**src/rtl/add_sub_serial.sv**
```systemverilog
// rtl/add_sub_serial.sv - digit-serial two's-complement adder/subtractor with start/done handshake
module add_sub_serial #(
    parameter int WIDTH = 16,
    parameter int DIGIT = 4
) (
    input  logic             clk,
    input  logic             rst,
    input  logic             start,
    input  logic             mode,
    input  logic [WIDTH-1:0] a,
    input  logic [WIDTH-1:0] b,
    output logic             ready,
    output logic             done,
    output logic [WIDTH-1:0] sum,
    output logic             cout,
    output logic             ovf,
    output logic             zero
);
    localparam int NDIG = WIDTH / DIGIT;
    localparam int CW   = (NDIG > 1) ? $clog2(NDIG) : 1;
    localparam logic [CW-1:0] LAST_DIG = CW'(NDIG - 1);

    localparam logic [1:0] S_IDLE = 2'd0;
    localparam logic [1:0] S_RUN  = 2'd1;
    localparam logic [1:0] S_DONE = 2'd2;

    logic [1:0]       state_q, state_d;
    logic [WIDTH-1:0] a_q, a_d;
    logic [WIDTH-1:0] b_q, b_d;
    logic             carry_q, carry_d;
    logic [CW-1:0]    cnt_q, cnt_d;
    logic [WIDTH-1:0] res_q, res_d;
    logic [WIDTH-1:0] sum_q, sum_d;
    logic             cout_q, cout_d;
    logic             ovf_q, ovf_d;
    logic             zero_q, zero_d;

    logic [DIGIT-1:0] dig_s;
    logic             dig_c;
    logic             msb_cin;
    logic             rip_c;
    logic [WIDTH-1:0] res_next;

    // Operands shift right one digit per cycle, so the active digit is always at the bottom;
    // the result fills from the top so it is aligned after the last digit.
    always_comb begin
        dig_s   = '0;
        rip_c   = carry_q;
        msb_cin = carry_q;
        for (int j = 0; j < DIGIT; j++) begin
            dig_s[j] = a_q[j] ^ b_q[j] ^ rip_c;
            if (j == DIGIT - 1) begin
                msb_cin = rip_c;
            end
            rip_c = (a_q[j] & b_q[j]) | (rip_c & (a_q[j] ^ b_q[j]));
        end
        dig_c    = rip_c;
        res_next = res_q >> DIGIT;
        res_next[WIDTH-1 -: DIGIT] = dig_s;
    end

    always_comb begin
        state_d = state_q;
        a_d     = a_q;
        b_d     = b_q;
        carry_d = carry_q;
        cnt_d   = cnt_q;
        res_d   = res_q;
        sum_d   = sum_q;
        cout_d  = cout_q;
        ovf_d   = ovf_q;
        zero_d  = zero_q;
        case (state_q)
            S_IDLE: begin
                if (start) begin
                    a_d     = a;
                    b_d     = mode ? ~b : b;
                    carry_d = mode;
                    cnt_d   = '0;
                    state_d = S_RUN;
                end
            end
            S_RUN: begin
                a_d     = a_q >> DIGIT;
                b_d     = b_q >> DIGIT;
                carry_d = dig_c;
                res_d   = res_next;
                cnt_d   = cnt_q + CW'(1);
                // Visible results only change here, all at once.
                if (cnt_q == LAST_DIG) begin
                    state_d = S_DONE;
                    sum_d   = res_next;
                    cout_d  = dig_c;
                    ovf_d   = msb_cin ^ dig_c;
                    zero_d  = (res_next == '0);
                end
            end
            S_DONE: begin
                state_d = S_IDLE;
            end
            default: begin
                state_d = S_IDLE;
            end
        endcase
    end

    always_ff @(posedge clk or posedge rst) begin
        if (rst) begin
            state_q <= S_IDLE;
            a_q     <= '0;
            b_q     <= '0;
            carry_q <= 1'b0;
            cnt_q   <= '0;
            res_q   <= '0;
            sum_q   <= '0;
            cout_q  <= 1'b0;
            ovf_q   <= 1'b0;
            zero_q  <= 1'b0;
        end else begin
            state_q <= state_d;
            a_q     <= a_d;
            b_q     <= b_d;
            carry_q <= carry_d;
            cnt_q   <= cnt_d;
            res_q   <= res_d;
            sum_q   <= sum_d;
            cout_q  <= cout_d;
            ovf_q   <= ovf_d;
            zero_q  <= zero_d;
        end
    end

    assign ready = (state_q == S_IDLE);
    assign done  = (state_q == S_DONE);
    assign sum   = sum_q;
    assign cout  = cout_q;
    assign ovf   = ovf_q;
    assign zero  = zero_q;

endmodule

```
**config.mk**
```make
export PLATFORM = sky130hd
export DESIGN_NAME = add_sub_serial
export DESIGN_NICKNAME = d
export VERILOG_FILES = /design/src/rtl/add_sub_serial.sv
export SDC_FILE = /design/constraint.sdc
export NUM_CORES = 1
export LEC_CHECK = 0
export ABC_AREA = 1
export CORE_MARGIN = 3
export CORE_UTILIZATION = 47
export DETAILED_ROUTE_END_ITERATION = 12
export PLACE_DENSITY = 0.76
export SETUP_SLACK_MARGIN = 0.2
export SLEW_MARGIN = 40
export SYNTH_ARGS = -nofsm -noshare
export SYNTH_HDL_FRONTEND = slang
export SYNTH_SLANG_ARGS = --single-unit
```
**constraint.sdc**
```tcl
create_clock -name clk -period 2.4 [get_ports clk]
set_input_delay 0.48 -clock clk [delete_from_list [all_inputs] [get_ports clk]]
set_output_delay 0.48 -clock clk [all_outputs]
set_load 0.01 [all_outputs]
```
==> out/results.ini <==
[run_status]
outcome=finished clean

[logic_synthesis]
synth_top_area_share_pct=55.0
synth.distinct_cells=21
synth_edf_count=0
syn_area_um2=3090
synth.yosys.warnings=0
synth.area.top_cells=dfrtp_1 (55%), nand2_1 (13%), xor2_1 (3.7%)
yosysTopAreaCell=dfrtp_1
ys_seq_elements=68
synthFlopType=dfrtp_1
syn-num-nets=373
syn-mean-instance-area_um2=9.31
async_flop_share_pct=100
synth_cells=332
synth-seq-area-share_pct=55.0

[finish]
final_cell_area_um2=3900
drive_above_1_share_pct=13.4
postLayoutCoreUtil_pct=63.6
final_common_cell=nand2_1
most-common-layout-cells=nand2_1 (105), dfrtp_1 (68), clkdlybuf4s50_1 (56)
synthToLayoutAreaGrowth_pct=26.1
final_cells=472
n_antenna_cell=0
final_net_count=433

[clock_tree]
htreeDepth=3
cts_sinks=68
cts_tree=built
clkTransAtPathRegs_ns=0.07
numCtsBuffers=9
cts_buffer_depth=2
clkLatencyLatePin_ns=0.34
root_buffer=clkbuf_8

[die]
die_w_um=87.1
io_pins=57
dieArea_um2=7590
start_util_pct=50.4
core_area_um2=6130
row_count=28
chipHeight_um=87.1

[timing]
tns_ns=0
relSlewSlack_pct=61.6
grt_setup_unrepaired=true
fin_crit_ns=2.29
finalSetupViolations=0
finalCritPeriodShare_pct=95.3
tightest_slew_ns=0.574
max_freq_mhz=437
fin_skew_ns=0.00887
fin_ws_ns=0.114
hold_viol_final=0
whs_ns=0.481
maxSlewViolCount=0

[worst_hold_path]
hold_class=reg2reg
min_from=cnt_q[0]

[place]
dpl_cell_area_um2=3690
dp_hpwl_mm=4.41
gp_congestion=0.767
io_buffer_count=56
dp_cells=453
post-place-ws_ns=0.0548

[worst_setup_path]
critPathKind=reg2reg
rrSetupSlack_ns=0.11
rr_endpoint=zero
cp-endpoint=zero
cpPeakStageDelay_ns=0.43
cp.arrival_ns=2.52
r2r_start=a_q[0]
cpMaxStageDelayCell=fa_1
critical_path_required_ns=2.63
crit_chain=inv_2, fa_2, inv_2, fa_2, fa_2, inv_2, fa_1, inv_1, nor2_1, nand2_1, nor2_2, nand3_1, nand2_1
crit_path_start_kind=register
path_max_fanout=2
r2r_cells=13
crit_path_end_kind=register
startpoint=a_q[0]

[route]
vias=2377
drt_iter0_markers=105
wire_per_inst_um=12.9
drt-vias-per-instance=5.04
ant_nets=0
routed_wl_mm=6.10
route.detailed.drc=0
drt-pass1-iter-count=4

[power_and_ir_drop]
leakagePower_nw=1.79
finalPower_mw=4.72
ir_drop_uv=610
cellPowerDensity_nw_per_um2=1210

[global_routing]
grt_pass1_wl_mm=10.3
grt_max_degree=41
grt_pass1_vias=2309
globalRouteTotalUtil_pct=17.8
grt_overflow=0
antenna_found_initial=0

[run]
cap_viol_max_count=0

## cell families (layout without fill, tap and decap cells)
kind of cell               count (synthesis)  count (layout)  share of synthesized area [%]
AOI/OAI and AO/OA                         49              49                           10.6
xor gates and xnor gates                  17              17                           4.82
adders and majority gates                  5               5                           2.99
buffers and inverters                     48             113                           7.57
DFF                                       68              68                           55.0
and+or+nand+nor                          145             145                           19.0
## flip-flops by register name (all words and copies together), names as in the netlist
name,count
zero,1
b_q,16
carry_q,1
ovf,1
sum,16
cout,1
cnt_q,2
res_q,12
state_q,2
a_q,16
## timing repair
| item | CTS | global route |
|---|---|---|
| setup buffers | 2 | 1 |
| resized for setup | 0 | 7 |
| pin swaps | 2 | 3 |
| hold buffers | 0 | 0 |
| setup endpoints to repair | 2 | 4 |
## critical path: cells and delay by family, from the launching register on
| kind | cells | cell delay (ns) |
|---|---|---|
| adders and majority gates | 4 | 1.31 |
| and+or+nand+nor | 5 | 0.24 |
| DFF | 1 | 0.37 |
| buffers and inverters | 4 | 0.24 |
## where the power goes
part	switching [mW]	internal [mW]
logic	1.13	0.875
clock network	0.415	0.400
registers	0.273	1.63
total	1.82	2.90
## worst min-delay path by stage
stage	to	slack, ns	depth (start not counted)
5_1_grt	sum[3]	0.50	2
6_report	cnt_q[0]	0.48	1
2_1_floorplan	cnt_q[1]	0.45	2
3_5_place_dp	sum[4]	0.47	2
3_3_place_gp	sum[3]	0.46	2
4_1_cts	sum[6]	0.49	2
## area by class of cell
type / count / area, um^2
timing repair buffer: 65 / 644
clock inverter: 4 / 25.0
inverter: 32 / 120
sequential: 68 / 1700
multi-input combinational: 216 / 1170
tap: 75 / 93.8
fill: 522 / 2230
clock buffer: 12 / 145
## cell usage after synthesis, types with 2 or more instances
| cell | n |
|---|---|
| nand2_1 | 105 |
| dfrtp_1 | 68 |
| inv_1 | 30 |
| nand3_1 | 22 |
| o21ai_0 | 19 |
| nor2_1 | 14 |
| o211ai_1 | 13 |
| xor2_1 | 13 |
| o21ai_2 | 12 |
| buf_2 | 7 |
| buf_6 | 5 |
| fa_1 | 4 |
| o22ai_1 | 4 |
| xnor2_1 | 4 |
| nand2_2 | 3 |
| buf_4 | 2 |
| clkbuf_1 | 2 |
| inv_2 | 2 |
## per-layer routing
metal  part of all wire, %  track usage [%]  vias to the layer above
met4                   1.7             7.81                        0
met3                   5.2             4.35                        9
met5                     0                0                        -
met2                    51             30.8                       64
met1                    43             20.9                     1130
li1                      -                -                     1174
Note: power is estimated with default switching activity, not from simulation.
